<file path="src/rtl/sigma_delta_decimator.sv">
// Sinc3 (CIC order 3) decimator: 1-bit bitstream in, signed Q2.16 PCM out, ratio 2^DECIM_LOG2.
// Optional macro SD_DECIM_ROUND_EN: round half up before the final shift instead of truncating.
module sigma_delta_decimator #(
  parameter int DECIM_LOG2 = 11
) (
  input  logic        clk,
  input  logic        reset,
  input  logic        din,
  input  logic        din_en,
  output logic [17:0] sample_out,
  output logic        sample_out_rdy
);

  localparam int W  = 2 + 3 * DECIM_LOG2;
  localparam int SH = 3 * DECIM_LOG2 - 16;
  localparam logic [DECIM_LOG2-1:0] CNT_MAX = '1;

  logic signed [W-1:0] i1_q, i1_d, i2_q, i2_d, i3_q, i3_d;
  logic [DECIM_LOG2-1:0] cnt_q, cnt_d;
  logic                tick_q, tick_d;
  logic signed [W-1:0] cap_q, cap_d;
  logic signed [W-1:0] s_dly_q, s_dly_d, c1_q, c1_d, c1_dly_q, c1_dly_d;
  logic signed [W-1:0] c2_q, c2_d, c2_dly_q, c2_dly_d;
  logic                cap_v_q, cap_v_d, c1_v_q, c1_v_d, c2_v_q, c2_v_d;
  logic [17:0]         sample_q, sample_d;
  logic                rdy_q, rdy_d;
  logic signed [W-1:0] x, c3, c3_adj, c3_sh;

  // Integrators and decimation counter advance only on bit strobes.
  always_comb begin
    x      = din ? W'(1) : '1;
    i1_d   = i1_q;
    i2_d   = i2_q;
    i3_d   = i3_q;
    cnt_d  = cnt_q;
    tick_d = 1'b0;
    if (din_en) begin
      i1_d   = i1_q + x;
      i2_d   = i2_q + i1_q;
      i3_d   = i3_q + i2_q;
      cnt_d  = cnt_q + 1'b1;
      tick_d = (cnt_q == CNT_MAX);
    end
  end

  // Comb pipeline runs on every clk, one stage per cycle after the tick.
  always_comb begin
    cap_d    = tick_q ? i3_q : cap_q;
    cap_v_d  = tick_q;
    c1_d     = c1_q;
    s_dly_d  = s_dly_q;
    c1_v_d   = cap_v_q;
    c2_d     = c2_q;
    c1_dly_d = c1_dly_q;
    c2_v_d   = c1_v_q;
    c2_dly_d = c2_dly_q;
    sample_d = sample_q;
    rdy_d    = c2_v_q;
    c3       = c2_q - c2_dly_q;
`ifdef SD_DECIM_ROUND_EN
    c3_adj   = c3 + (W'(1) <<< (SH - 1));
`else
    c3_adj   = c3;
`endif
    c3_sh    = c3_adj >>> SH;
    if (cap_v_q) begin
      c1_d    = cap_q - s_dly_q;
      s_dly_d = cap_q;
    end
    if (c1_v_q) begin
      c2_d     = c1_q - c1_dly_q;
      c1_dly_d = c1_q;
    end
    if (c2_v_q) begin
      c2_dly_d = c2_q;
      sample_d = c3_sh[17:0];
    end
  end

  always_ff @(posedge clk or negedge reset) begin
    if (!reset) begin
      i1_q     <= '0;
      i2_q     <= '0;
      i3_q     <= '0;
      cnt_q    <= '0;
      tick_q   <= 1'b0;
      cap_q    <= '0;
      cap_v_q  <= 1'b0;
      c1_q     <= '0;
      s_dly_q  <= '0;
      c1_v_q   <= 1'b0;
      c2_q     <= '0;
      c1_dly_q <= '0;
      c2_v_q   <= 1'b0;
      c2_dly_q <= '0;
      sample_q <= '0;
      rdy_q    <= 1'b0;
    end else begin
      i1_q     <= i1_d;
      i2_q     <= i2_d;
      i3_q     <= i3_d;
      cnt_q    <= cnt_d;
      tick_q   <= tick_d;
      cap_q    <= cap_d;
      cap_v_q  <= cap_v_d;
      c1_q     <= c1_d;
      s_dly_q  <= s_dly_d;
      c1_v_q   <= c1_v_d;
      c2_q     <= c2_d;
      c1_dly_q <= c1_dly_d;
      c2_v_q   <= c2_v_d;
      c2_dly_q <= c2_dly_d;
      sample_q <= sample_d;
      rdy_q    <= rdy_d;
    end
  end

  assign sample_out     = sample_q;
  assign sample_out_rdy = rdy_q;

endmodule

</file>
<file path="config.mk">
export PLATFORM = sky130hd
export DESIGN_NAME = sigma_delta_decimator
export DESIGN_NICKNAME = d
export VERILOG_FILES = /design/src/rtl/sigma_delta_decimator.sv
export SDC_FILE = /design/constraint.sdc
export NUM_CORES = 1
export LEC_CHECK = 0
export CAP_MARGIN = 40
export CELL_PAD_IN_SITES_DETAIL_PLACEMENT = 0
export CELL_PAD_IN_SITES_GLOBAL_PLACEMENT = 2
export CORE_UTILIZATION = 47
export CTS_BUF_LIST = sky130_fd_sc_hd__clkbuf_4 sky130_fd_sc_hd__clkbuf_8
export CTS_CLUSTER_DIAMETER = 60
export DETAILED_ROUTE_END_ITERATION = 10
export PLACE_DENSITY = 0.91
export SETUP_SLACK_MARGIN = 0.1
export SYNTH_ARGS = -nofsm -noshare
export SYNTH_HDL_FRONTEND = slang
export SYNTH_SLANG_ARGS = --single-unit
export TNS_END_PERCENT = 10
</file>
<file path="constraint.sdc">
create_clock -name clk -period 8.07 [get_ports clk]
set_input_delay 1.2105 -clock clk [delete_from_list [all_inputs] [get_ports clk]]
set_output_delay 1.2105 -clock clk [all_outputs]
set_load 0.01 [all_outputs]
</file>
=== Yosys cells after proc, flatten, opt, wreduce, memory -nomap -nowiden ===
Cells that the tools add are included.
W data, S select, Z words.

* Logic and storage cells: 26
* Input bits: 4
* Output and inout bits: 19
* Flip-flop bits (word level): 349

* Equal/unequal tests: 1
* Add/subtract/negate cells: 7
* Muxes and demuxes: 2

{| class="wikitable"
|+ Operators by type and width
! operator !! count
|-
| $add A35 B35 Y35 || 3
|-
| $sub A35 B35 Y35 || 3
|-
| $mux W35 || 1
|-
| $add A11 B1 Y11 const B || 1
|-
| $eq A11 B11 Y1 const B || 1
|-
| $mux W1 || 1
|}

=== Depth between registers and ports, before layout ===
* Word-level depth: 2
* Mapped depth: 14
* Gate-level depth less buffers: 14

=== Worst setup path before layout ===
No wires, ideal clock.

* Kind: input-to-reg
* Start: input port din
* End: register i1_q[29]
* Library setup time: 0.125 ns
* Arrival time: 4.227 ns
* Stages: 12
* Required time: 7.945 ns
* Path buffers: 0
* Path slack: 3.719 ns
* Cell sequence: inv_1 -> ha_1 -> a21o_1 -> a21oi_1 -> o21bai_1 -> a2111oi_2 -> o21ai_1 -> a21oi_1 -> o41a_1 -> o31ai_1 -> xor2_1 -> mux2_2

* Cells in the longest elaborated chain, start to end: 2

{| class="wikitable"
|+ RTL lines
! element !! RTL line !! source
|-
| start, declared || 8 || <nowiki>input logic din,</nowiki>
|-
| $mux W35 || 31 || <nowiki>x = din ? W'(1) : '1;</nowiki>
|-
| $add A35 B35 Y35 || 38 || <nowiki>i1_d = i1_q + x;</nowiki>
|-
| end signal, assigned || 99 || <nowiki>i1_q <= i1_d;</nowiki>
|-
| end, declared || 18 || <nowiki>logic signed [W-1:0] i1_q, i1_d, i2_q, i2_d, i3_q, i3_d;</nowiki>
|}

No other way between the ends.
A chain may end at the register's enable or synchronous reset.

=== Final worst setup path ===
Same ends and word-level chain as after synthesis.

==> flow_summary_export.csv <==
group,metric,value,unit
yosys,ys_async_sr_fraction,100,%
floorplan,core_area,46900,um2
yosys,synth_edf_count,0,
worst_hold_path,min_to,"cnt_q[10]$_DFFE_PN0P_",
timing,timing.setup.tns,0,ns
yosys,syn_inst,2334,
critical_path,crit_start,"din",
critical_path,cp.required,8.57,ns
global_routing,grt_pass1_wl,76500,um
critical_path,cp-start-kind,"input port",
yosys,ys_ff_latch,349,
critical_path,cp.depth,14,
cts,htree_num_levels,3,
power_and_ir_drop,cellPowerDensity,334,nW/um2
critical_path,critPathTopFamily,"compound AO/OA/AOI/OAI gates",
outcome,status,"complete, but fails checks",
layout,layout-drive-gt1-share,13.9,%
power_and_ir_drop,irDropWorstVdd,203,uV
worst_hold_path,min_from,"cnt_q[10]$_DFFE_PN0P_",
timing,hold_violations,0,
layout,nets,2572,
detailed_routing,wire_per_inst,14.3,um
critical_path,slowest_delay,0.48,ns
place,io_buffers,22,
timing,fmax,235,MHz
cts,clkTransAtPathRegs,0.06,ns
cts,clock-sinks,349,
detailed_routing,initialDrtViolationCount,823,
yosys,syn_avg_cell_area,9.65,um2
detailed_routing,firstDrtPassIters,11,
detailed_routing,wl,43200,um
critical_path,crit_fanout,35,
detailed_routing,drc,4,
cts,cts_buffers,66,
floorplan,die_y,221,um
worst_hold_path,holdPathStages,1,
power_and_ir_drop,finalPower,0.00825,W
timing,setup_ws,3.81,ns
cts,cts_tree,"yes",
place,dp_hpwl,31200,um
floorplan,ios,23,
layout,final_cell_area,24700,um2
yosys,synth_nets,2546,
global_routing,grt_max_degree,169,
critical_path,critical_path_buf_inv_count,3,
outcome,violations,"DRC",
critical_path,path_cells,"clkdlybuf4s50_1 -> inv_1 -> buf_4 -> ha_1 -> a21o_1 -> a21oi_1 -> o21bai_1 -> a2111oi_2 -> o21ai_1 -> a21oi_1 -> o41a_1 -> o31ai_1 -> xor2_1 -> mux2_2",
timing,maxSlewHeadroom,37.9,%
global_routing,grt_pass1_vias,16041,
detailed_routing,vias,16225,
cts,root_buffer,"clkbuf_8",
yosys,yosysUniqueCellTypes,75,
global_routing,grt_overflow,0,
power_and_ir_drop,p_leak,11.8,nW
timing,fin_skew,0.0392,ns
global_routing,antenna_found_initial,1,
cts,postCtsHoldBufs,0,
yosys,ys_seq_area_share,38.8,%
critical_path,critPathMostFrequentCell,"a21oi_1",
critical_path,worstReg2RegStart,"i3_q[0]$_DFFE_PN0P_",
timing,finalSetupViolCount,0,
worst_hold_path,hold_class,"reg2reg",
detailed_routing,ant_nets,0,
critical_path,cpMaxStageDelayCell,"a2111oi_2",
timing,slew_violations,0,
cts,cts_resized,0,
place,post_dp_cell_area,23300,um2
detailed_routing,viasPerCell,5.38,
timing,worst_pin_slew,0.932,ns
critical_path,r2r_setup_slack,4.35,ns
global_routing,grt.total_usage,18.4,%
floorplan,die_x,221,um
critical_path,end_kind,"flip-flop",
floorplan,rows,79,
place,dp_slack,3.16,ns
yosys,synth_area,22500,um2
floorplan,start_util,48.1,%
cts,post_cts_buffers,0,
place,gp_congestion,0.811,
cts,cts_max_path_buffers,3,
critical_path,cp.arrival,4.76,ns
timing,period_share,52.8,%
layout,fillers,4256,
cts,clock_latency,0.63,ns
yosys,ys.flop_type,"dfrtp_1",
critical_path,rr_worst_depth,13,
job,drv_cap,0,
timing,rsz0062_at_grt,"false",
yosys,yosys_warnings,0,
layout,areaGrowthSynthToFinish,9.90,%
floorplan,dieArea,48800,um2
critical_path,critPathKind,"in2reg",
timing,final.min_clock_period,4.26,ns
critical_path,rr_endpoint,"i3_q[30]$_DFFE_PN0P_",
[layer usage]
| layer | vias up | global-route usage, % | part of all wire (%) |
|---|---|---|---|
| met5 | - | 0 | 0 |
| met4 | 0 | 6.68 | 2.9 |
| met3 | 91 | 3.21 | 2.6 |
| met2 | 183 | 30.0 | 46 |
| met1 | 7521 | 24.6 | 49 |
| li1 | 8430 | - | - |
[power by group]
part / internal (W) / total (W) / switching (W)
Sequential: 0.00208 / 0.00240 / 0.000321
Combinational: 0.00193 / 0.00407 / 0.00214
Clock: 0.00104 / 0.00179 / 0.000750
[worst max-delay path by stage]
| stage | slack [ns] | endpoint |
|---|---|---|
| final | 3.81 | i1_q[29]$_DFFE_PN0P_ |
| after global routing | 3.58 | i1_q[29]$_DFFE_PN0P_ |
| after CTS | 3.84 | i1_q[29]$_DFFE_PN0P_ |
| after detailed placement | 3.16 | i1_q[29]$_DFFE_PN0P_ |
| after global placement | 3.18 | i1_q[29]$_DFFE_PN0P_ |
| after floorplan | 3.72 | i1_q[29]$_DFFE_PN0P_ |
[synth_stat cells, types with 5 or more instances]
master | n | area [um2]
o21ai_0 | 190 | 951
nor3_1 | 21 | 105
xor2_1 | 57 | 499
o31a_1 | 5 | 43.8
mux2i_1 | 5 | 50.1
o21ai_1 | 12 | 60.1
a21oi_1 | 172 | 861
o2111ai_1 | 5 | 43.8
dfrtp_1 | 349 | 8730
fa_1 | 5 | 100
o21bai_1 | 29 | 218
nor2b_1 | 23 | 144
nand2_1 | 207 | 777
nand2b_1 | 22 | 138
and3_1 | 20 | 125
inv_1 | 163 | 612
and2_1 | 8 | 50.1
clkbuf_1 | 68 | 255
a31oi_1 | 26 | 163
xnor2_1 | 117 | 1020
nor3b_1 | 5 | 37.5
nand3_1 | 36 | 180
a21o_1 | 110 | 826
nor2_1 | 94 | 353
o31ai_1 | 14 | 105
a211oi_1 | 21 | 158
mux2_2 | 186 | 2090
o21a_1 | 24 | 180
buf_1 | 6 | 22.5
a21boi_0 | 5 | 37.5
ha_1 | 203 | 2540
nand4_1 | 28 | 175
o211ai_1 | 13 | 97.6
[cell usage in the layout (no fill, tap or decap), types with 7 or more instances in the layout]
master           netlist  routed
clkbuf_8               0      85
a21o_1               110     110
clkdlybuf4s50_1        0      20
nor2b_1               23      23
clkinv_2               0       7
ha_1                 203     203
o21a_1                24      24
mux2_2               186     186
o31ai_1               14      14
buf_4                  0       9
and3_1                20      20
nor2_1                94      94
o211ai_1              13      13
nand4_1               28      28
nand3_1               36      36
a21oi_1              172     172
clkbuf_4               0      19
nand2b_1              22      22
o21ai_0              190     190
and2_1                 8       8
xnor2_1              117     117
o21ai_1               12      12
dfrtp_1              349     346
a31oi_1               26      26
a211oi_1              21      21
xor2_1                57      57
inv_1                163     163
nor3_1                21      21
o21bai_1              29      29
nand2_1              207     207
[final cells by class]
| class | count | area [um2] | area share (%) |
|---|---|---|---|
| multi-input cells | 1747 | 12900 | 52.1 |
| flip-flops and latches | 349 | 8740 | 35.3 |
| clock buffers | 104 | 1310 | 5.30 |
| well taps | 607 | 759 | 3.07 |
| inverters | 164 | 616 | 2.49 |
| repair buffers | 32 | 330 | 1.34 |
| clock inverters | 14 | 92.6 | 0.374 |
| diodes | 1 | 2.50 | 0.0101 |
[kinds of logic after synthesis]
logic type	share of synthesized area, %
AOI/OAI and AO/OA	19.1
DFF	38.8
adders and majority gates	11.7
muxes	9.53
xor gates and xnor gates	6.77
buffers and inverters	3.97
and+or+nand+nor	10.1
[per-stage QoR]
stage / cells / util, % / hold slack, ns
floorplan: 2334 / - / 0.352
global placement: 2898 / 49.7 / 0.447
detailed placement: 2899 / 49.8 / 0.457
CTS: 3017 / 52.8 / 0.465
global route: 3018 / 52.8 / 0.488
finish: 3018 / 52.8 / 0.463
Note: power is estimated with default switching activity, not from simulation.
